[config.mk]
export PLATFORM = sky130hd
export DESIGN_NAME = pru_cmd_queue
export DESIGN_NICKNAME = d
export VERILOG_FILES = /design/src/rtl/pru_pkg.sv /design/src/rtl/pru_cmd_fifo.sv /design/src/rtl/pru_cmd_queue.sv
export SDC_FILE = /design/constraint.sdc
export NUM_CORES = 1
export LEC_CHECK = 0
export CAP_MARGIN = 40
export CORE_UTILIZATION = 45
export DETAILED_ROUTE_END_ITERATION = 8
export GPL_TIMING_DRIVEN = 0
export PLACE_DENSITY = 0.69
export SLEW_MARGIN = 10
export SYNTH_ARGS = -nofsm -noshare
export SYNTH_HDL_FRONTEND = slang
export SYNTH_SLANG_ARGS = --single-unit
export TNS_END_PERCENT = 20
[constraint.sdc]
create_clock -name clk -period 11.53 [get_ports clk]
set_input_delay 2.8825 -clock clk [delete_from_list [all_inputs] [get_ports clk]]
set_output_delay 2.8825 -clock clk [all_outputs]
set_load 0.01 [all_outputs]
[src/rtl/pru_pkg.sv]
// ----------------------------------------------------------------------------
// pru_pkg: shared field widths, command entry and queue FSM states for the PRU.
// Rev 1.0
// ----------------------------------------------------------------------------
`default_nettype none

package pru_pkg;

  localparam int COLOR_W = 2;
  localparam int ROW_W   = 9;
  localparam int COL_W   = 10;
  localparam int WIDTH_W = 10;
  localparam int HR_W    = 9;
  localparam int SHAPE_W = 2;
  localparam int CMD_W   = COLOR_W + ROW_W + COL_W + WIDTH_W + HR_W + SHAPE_W + 1;

  typedef struct packed {
    logic [COLOR_W-1:0] color;
    logic [ROW_W-1:0]   row;
    logic [COL_W-1:0]   col;
    logic [WIDTH_W-1:0] width;
    logic [HR_W-1:0]    height_radius;
    logic [SHAPE_W-1:0] shape_select;
    logic               subtract;
  } pru_cmd_t;

  typedef enum logic [1:0] {
    IDLE      = 2'd0,
    ISSUE     = 2'd1,
    WAIT_DONE = 2'd2
  } cmdq_state_e;

endpackage

`default_nettype wire

[src/rtl/pru_cmd_fifo.sv]
// ----------------------------------------------------------------------------
// pru_cmd_fifo: circular entry buffer with separate occupancy count.
// Rev 1.0
// ----------------------------------------------------------------------------
`default_nettype none

module pru_cmd_fifo #(
  parameter int  DEPTH   = 8,
  parameter type ENTRY_T = logic [7:0]
) (
  input  logic                     clk,
  input  logic                     rst_n,
  input  logic                     clr,
  input  logic                     push,
  input  logic                     pop,
  input  ENTRY_T                   wdata,
  output ENTRY_T                   rdata,
  output logic [$clog2(DEPTH):0]   count,
  output logic                     full,
  output logic                     empty,
  output logic                     push_ok
);

  localparam int               PTR_W    = $clog2(DEPTH);
  localparam logic [PTR_W:0]   FULL_CNT = (PTR_W+1)'(DEPTH);
  localparam logic [PTR_W:0]   CNT_ONE  = (PTR_W+1)'(1);
  localparam logic [PTR_W-1:0] PTR_ONE  = PTR_W'(1);

  ENTRY_T           mem [DEPTH];
  logic [PTR_W-1:0] wr_ptr;
  logic [PTR_W-1:0] rd_ptr;
  logic [PTR_W:0]   count_nxt;
  logic             pop_ok;

  // A pop frees the head slot in the same cycle, so a full queue still
  // accepts a push when it is being drained.
  assign pop_ok  = pop && !clr && (count != '0);
  assign push_ok = push && !clr && ((count != FULL_CNT) || pop_ok);
  assign empty   = (count == '0);
  assign rdata   = mem[rd_ptr];

  always_comb begin
    count_nxt = count;
    if (clr) begin
      count_nxt = '0;
    end else begin
      case ({push_ok, pop_ok})
        2'b10:   count_nxt = count + CNT_ONE;
        2'b01:   count_nxt = count - CNT_ONE;
        default: count_nxt = count;
      endcase
    end
  end

  always_ff @(posedge clk or negedge rst_n) begin
    if (!rst_n) begin
      wr_ptr <= '0;
      rd_ptr <= '0;
      count  <= '0;
      full   <= 1'b0;
    end else begin
      count <= count_nxt;
      full  <= (count_nxt == FULL_CNT);
      if (clr) begin
        wr_ptr <= '0;
        rd_ptr <= '0;
      end else begin
        if (push_ok) wr_ptr <= wr_ptr + PTR_ONE;
        if (pop_ok)  rd_ptr <= rd_ptr + PTR_ONE;
      end
    end
  end

  always_ff @(posedge clk) begin
    if (push_ok) mem[wr_ptr] <= wdata;
  end

endmodule

`default_nettype wire

[src/rtl/pru_cmd_queue.sv]
// ----------------------------------------------------------------------------
// pru_cmd_queue: buffers decoded draw commands and replays them to the PRU one
// at a time. Optional statistics counters under PRU_CMDQ_STATS_EN. Rev 1.0
// ----------------------------------------------------------------------------
`default_nettype none

module pru_cmd_queue
  import pru_pkg::*;
#(
  parameter int DEPTH = 8
) (
  input  logic                   clk,
  input  logic                   rst_n,
  input  logic                   flush,
  input  logic                   in_start,
  input  logic [COLOR_W-1:0]     in_color,
  input  logic [ROW_W-1:0]       in_row,
  input  logic [COL_W-1:0]       in_col,
  input  logic [WIDTH_W-1:0]     in_width,
  input  logic [HR_W-1:0]        in_height_radius,
  input  logic [SHAPE_W-1:0]     in_shape_select,
  input  logic                   in_subtract,
  output logic                   in_full,
  input  logic                   pru_busy,
  input  logic                   pru_done,
  output logic                   out_start,
  output logic [COLOR_W-1:0]     out_color,
  output logic [ROW_W-1:0]       out_row,
  output logic [COL_W-1:0]       out_col,
  output logic [WIDTH_W-1:0]     out_width,
  output logic [HR_W-1:0]        out_height_radius,
  output logic [SHAPE_W-1:0]     out_shape_select,
  output logic                   out_subtract,
  output logic                   overflow,
  output logic [$clog2(DEPTH):0] count
`ifdef PRU_CMDQ_STATS_EN
  ,
  output logic [31:0]            issued_cnt,
  output logic [15:0]            dropped_cnt
`endif
);

  pru_cmd_t    in_cmd;
  pru_cmd_t    head;
  pru_cmd_t    out_cmd;
  cmdq_state_e state;
  cmdq_state_e state_nxt;
  logic        issue;
  logic        fifo_empty;
  logic        push_ok;
  logic        drop;

  assign in_cmd = {in_color, in_row, in_col, in_width, in_height_radius,
                   in_shape_select, in_subtract};
  assign drop   = in_start && !flush && !push_ok;

  pru_cmd_fifo #(
    .DEPTH   (DEPTH),
    .ENTRY_T (pru_cmd_t)
  ) u_fifo (
    .clk     (clk),
    .rst_n   (rst_n),
    .clr     (flush),
    .push    (in_start),
    .pop     (issue),
    .wdata   (in_cmd),
    .rdata   (head),
    .count   (count),
    .full    (in_full),
    .empty   (fifo_empty),
    .push_ok (push_ok)
  );

  always_ff @(posedge clk or negedge rst_n) begin
    if (!rst_n) state <= IDLE;
    else        state <= state_nxt;
  end

  // IDLE looks at the push being accepted this cycle as well as stored
  // entries, so a command into an empty queue reaches ISSUE one cycle later.
  always_comb begin
    state_nxt = state;
    issue     = 1'b0;
    case (state)
      IDLE: begin
        if (!pru_busy && !flush && (!fifo_empty || push_ok)) state_nxt = ISSUE;
      end
      ISSUE: begin
        issue     = 1'b1;
        state_nxt = WAIT_DONE;
      end
      WAIT_DONE: begin
        if (pru_done) state_nxt = IDLE;
      end
      default: state_nxt = IDLE;
    endcase
  end

  always_ff @(posedge clk or negedge rst_n) begin
    if (!rst_n) begin
      out_start <= 1'b0;
      out_cmd   <= '0;
      overflow  <= 1'b0;
    end else begin
      out_start <= issue;
      if (issue) out_cmd <= head;
      if (flush)     overflow <= 1'b0;
      else if (drop) overflow <= 1'b1;
    end
  end

  assign out_color         = out_cmd.color;
  assign out_row           = out_cmd.row;
  assign out_col           = out_cmd.col;
  assign out_width         = out_cmd.width;
  assign out_height_radius = out_cmd.height_radius;
  assign out_shape_select  = out_cmd.shape_select;
  assign out_subtract      = out_cmd.subtract;

`ifdef PRU_CMDQ_STATS_EN
  always_ff @(posedge clk or negedge rst_n) begin
    if (!rst_n) begin
      issued_cnt  <= '0;
      dropped_cnt <= '0;
    end else begin
      if (issue) issued_cnt <= issued_cnt + 32'd1;
      if (drop && (dropped_cnt != 16'hFFFF)) dropped_cnt <= dropped_cnt + 16'd1;
    end
  end
`endif

endmodule

`default_nettype wire

# ---- Yosys cells after proc, flatten, opt, wreduce, memory -nomap -nowiden
# Memory sizes are Yosys's and may differ from the RTL's. A register that Yosys moved wholly into a read port is not among the register bits.
# Cells that the tools add are included.
dict set report word_totals {
  word_cells 55
  memories 1
  register_bits 15
  mem_bits_rw 344
}
dict set report classes {
  n_reduce_logical 21
  eq_ne 8
  n_mux 14
  n_addsub 4
}
# name depth word_bits rd rd_ports_with_merged_regs write_ports line
set mem_list {}
lappend mem_list {u_fifo.mem 8 43 1 1 1 pru_cmd_fifo.sv:29} ;# ENTRY_T mem [DEPTH];
# cell n
set op_table {}
lappend op_table {{$mux W3} 4}
lappend op_table {{$pmux W4 S2} 1}
lappend op_table {{$logic_and A1 B1 Y1} 7}
lappend op_table {{$add A3 B1 Y3 const B} 2}
lappend op_table {{$pmux W2 S3} 1}
lappend op_table {{$reduce_bool A2 Y1} 3}
lappend op_table {{$logic_not A1 Y1} 5}
lappend op_table {{$mux W1} 5}
lappend op_table {{$add A4 B1 Y4 const B} 1}
lappend op_table {{$eq A2 B1 Y1 const B} 2}
lappend op_table {{$eq A2 B2 Y1 const B} 2}
lappend op_table {{$eq A4 B4 Y1 const B} 1}
lappend op_table {{$logic_not A4 Y1} 1}
lappend op_table {{$mux W2} 2}
lappend op_table {{$mux W4} 1}
lappend op_table {{$ne A2 B2 Y1 const B} 2}
lappend op_table {{$ne A4 B4 Y1 const B} 1}
lappend op_table {{$reduce_bool A4 Y1} 1}
lappend op_table {{$sub A4 B1 Y4 const B} 1}
lappend op_table {{$logic_not A2 Y1} 1}
lappend op_table {{$logic_or A1 B1 Y1} 2}
lappend op_table {{$reduce_and A2 Y1} 1}

# ---- Logic depth before layout (Yosys ltp)
dict set report logic_depth {
  depth_word 10
  ltp_mapped 11
}

# ---- Modules after synthesis
# Synthesis repeated with hierarchy kept, for this count alone.
dict set report hier_totals {
  hier_cells 694
  hier_area_um2 15671.3
}
# module instances cells_per_inst area_each_um2 seq_area_each_um2
set by_module_without_submodules {}
lappend by_module_without_submodules {pru_cmd_fifo 1 590 13709.4 10605.2}
lappend by_module_without_submodules {pru_cmd_queue 1 104 1961.9 1176.1}

# ---- Least setup slack after synthesis
# Ideal clock, no wire load.
dict set report synth_timing {
  path_kind {input -> register}
  startpoint {input in_start}
  endpoint {memory u_fifo.mem[0][0] (netlist name), enable pin}
  slack_ns 4.437
  path_stages 5
  required_ns 11.033
  setup_ns 0.497
  t_arrival_ns 6.596
  cell_sequence {buf_6 -> inv_1 -> a311oi_2 -> nand2b_1 -> nor3_1}
}
dict set report synth_between {
  elab_chain_cells 4
}
# element line
set synth_lines {}
lappend synth_lines {{start, declared} pru_cmd_queue.sv:15} ;# input logic in_start,
lappend synth_lines {{$logic_and A1 B1 Y1 (2 in series)} pru_cmd_fifo.sv:38} ;# assign push_ok = push && !clr && ((count != FULL_CNT) || pop_ok);
lappend synth_lines {{$mux W1} pru_cmd_fifo.sv:75} ;# if (push_ok) mem[wr_ptr] <= wdata;
lappend synth_lines {{$mux W1 (implied by the code)} pru_cmd_fifo.sv:75}
lappend synth_lines {{end, declared} pru_cmd_fifo.sv:29}
# Every way passes these cells.

# ---- Worst setup path in the final report
dict set report layout_timing {
  startpoint {input in_start}
  endpoint {memory u_fifo.mem[0][9] (netlist name), enable pin}
}
# The elaborated chain is that of the path after synthesis.

==> impl_metrics.csv <==
group,metric,value,unit
status,outcome,"finished clean",
place,dpl_cell_area,0.01722,mm²
critical_path,crit_path_start,"in_start",
floorplan,die_area,0.03473,mm²
critical_path,critPathMostFrequentCell,"buf_4",
power_and_ir_drop,vdd_drop_max,0.0001347,V
detailed_routing,drt_first_pass_iters,5,
global_routing,use_met3,3.367,%
critical_path,cp_slowest_cell,"nor3_2",
critical_path,required,11.76,ns
detailed_routing,vias,7528,
synth,ys_warn_count,0,
cells_and_area,nNetsFinal,959,
floorplan,fp.dieH,186.4,µm
synth,yosysSeqAreaShare,77.03,%
cells_and_area,multiInputGateArea,0.003372,mm²
synth,yosysUniqueCellTypes,43,
sta,fmax,190.2,MHz
floorplan,pin_count,99,
hold_path,hold_path_class,"reg -> reg",
clocking,root_buffer,"clkbuf_16",
clocking,cts_buffers,42,
power_and_ir_drop,p_leak,6.084,nW
sta,setup_viol,0,
cells_and_area,final_area,0.01857,mm²
global_routing,grt_usage,18.64,%
run,cap_violations,0,
place,gp_congestion,0.7585,
sta,drv_slew,0,
floorplan,row_count,67,
critical_path,critPathMaxStageDelay,0.69,ns
global_routing,first_global_vias,8026,
critical_path,crit_path_end_kind,"flip-flop",
sta,rsz0062_at_grt,"false",
critical_path,cp.arrival,5.49,ns
critical_path,crit_fanout,10,
cells_and_area,mostFrequentLayoutCell,"edfxtp_1",
global_routing,grt_start_max_net_pins,49,
detailed_routing,drt_iter0_drc,550,
power_and_ir_drop,powerDensity,180.2,mW/mm²
detailed_routing,drc,0,
synth,synth_seq_cells,402,
synth,synth_nets,795,
sta,tightest_slew,0.8916,ns
synth,avgSynthCellArea,20.64,µm²
critical_path,r2r_start,"state[1]",
detailed_routing,detail-route-antenna-nets,0,
global_routing,grtUsageMet1,27.21,%
clocking,clk-insertion-delay-late,0.53,ns
cells_and_area,n_fill_cell,2510,
global_routing,grt.overflow.total,0,
synth,synthFlopType,"edfxtp_1",
floorplan,dieWidth,186.4,µm
critical_path,crit_type,"in -> reg",
place,dpl.cell_count,1309,
place,dpl.hpwl,19760,µm
floorplan,initial_core_util,45.73,%
global_routing,grt_pass1_wl,48560,µm
hold_path,min_from,"out_col[0]",
floorplan,core-area,0.03345,mm²
detailed_routing,routedWlPerCell,22.74,µm
detailed_routing,avgViaCountPerCell,5.428,
sta,relSlewSlack,40.42,%
sta,hold_viol,0,
sta,fin_tns_setup,0,ns
place,portBuffers,96,
cells_and_area,area_growth,21.42,%
critical_path,cp_cell_sequence,"buf_6 -> inv_1 -> a311oi_2 -> nand2b_1 -> nor3_2 -> buf_4 -> buf_4 -> buf_4",
synth,syn_inst,741,
synth,synth_edf_count,344,
global_routing,grt_util_met2,29.03,%
cells_and_area,fin_cells,1387,
clocking,ctsHoldBuffers,0,
global_routing,busiest_layer,"met2",
clocking,post-cts-setup-buffers,0,
sta,clock-skew-final,0.01519,ns
sta,post-route-period-util,45.59,%
synth,netlist_area,0.01529,mm²
critical_path,cp-start-kind,"primary input",
global_routing,antenna_found_initial,1,
clocking,cts.path.max_buffers,3,
clocking,h-tree-depth,2,
clocking,cts_tree,"built",
sta,layout_min_cycle_time,5.256,ns
synth,postSynth.asyncResetShare,14.43,%
clocking,clkSinkCount,402,
detailed_routing,wirelength,31550,µm
cells_and_area,drive_above_1_share,21.86,%
cells_and_area,regArea,0.01178,mm²
clocking,cts_resized,0,
clocking,clk_pin_slew,0.06,ns
cells_and_area,layout_common_cells,"edfxtp_1 (344), clkdlybuf4s50_1 (95), mux4_2 (86)",
## cells in the mapped netlist, types with 4 or more instances
cell	n	area share [%]
buf_2	12	0.39
clkbuf_1	18	0.44
mux2i_1	45	2.9
mux4_2	86	13
nor2_1	16	0.39
nand2b_1	6	0.25
edfxtp_1	344	68
dfrtp_1	58	9.5
o21ai_0	48	1.6
ha_1	4	0.33
nor3_1	4	0.13
buf_1	6	0.15
nand2_1	53	1.3
## registers in the layout, indices dropped and copies added, names as in the netlist
name / cells
u_fifo.rd_ptr: 3
state: 2
out_start: 1
u_fifo.wr_ptr: 3
out_color: 2
out_width: 10
out_shape_select: 2
out_row: 9
out_subtract: 1
u_fifo.count: 4
out_height_radius: 9
out_col: 10
u_fifo.full: 1
overflow: 1
u_fifo.mem: 344
## layout make-up
cell class	count	share of cell area [%]
sequential	402	63.44
multi-input combinational	296	18.16
timing repair buffer	120	7.041
clock buffer	62	6.610
tap	448	3.018
buffer	41	1.017
clock inverter	15	0.6603
inverter	2	0.04043
antenna	1	0.01348
## worst paths after layout
path	to	slack, ns	depth (start not counted)
min in group asynchronous	out_height_radius[0]	2.21	1
max	u_fifo.mem[0][9]	6.27	8
max in group asynchronous	out_row[6]	8.79	2
min reg2reg	out_col[0]	0.48	2
min	out_col[0]	0.48	2
max reg2reg	u_fifo.full	7.94	11
## critical path: cells and delay by family
family                 cells  cell delay, ns
buffers and inverters      5            1.05
and+or+nand+nor            2            1.05
AOI/OAI and AO/OA          1            0.49
## cell families (layout without fill, tap and decap cells)
| family | after synthesis | count (layout) | share of synthesized area (%) |
|---|---|---|---|
| other | 0 | 1 | 0 |
| and+or+nand+nor | 87 | 87 | 2.602 |
| buffers and inverters | 43 | 240 | 1.284 |
| xor gates and xnor gates | 6 | 6 | 0.3436 |
| muxes | 131 | 131 | 15.61 |
| AOI/OAI and AO/OA | 67 | 67 | 2.675 |
| DFF | 402 | 402 | 77.03 |
| adders and majority gates | 5 | 5 | 0.4581 |
## layer usage
layer / up-vias / routed length (µm)
li1: 3328 / -
met1: 3927 / 14240
met2: 229 / 15000
met3: 44 / 1709
met4: 0 / 599
met5: - / 0
## metrics by stage
stage                     total power, mW  hold WS (ns)  utilization (%)  setup WS, ns
after floorplan                     1.861        0.4760                -         4.437
after global placement              2.061        0.4655            50.27         1.107
after detailed placement            2.075        0.4734            51.48         5.752
after CTS                           3.379        0.4866            55.51         6.297
after global routing                3.462        0.5011            55.51         6.095
final                               3.347        0.4780            55.52         6.274
## report_power, final
group | switching, mW | internal [mW]
clock | 0.527 | 0.781
combinational | 0.155 | 0.174
sequential | 0.0457 | 1.66
total | 0.728 | 2.62
Power figures use the tool's default switching activity.
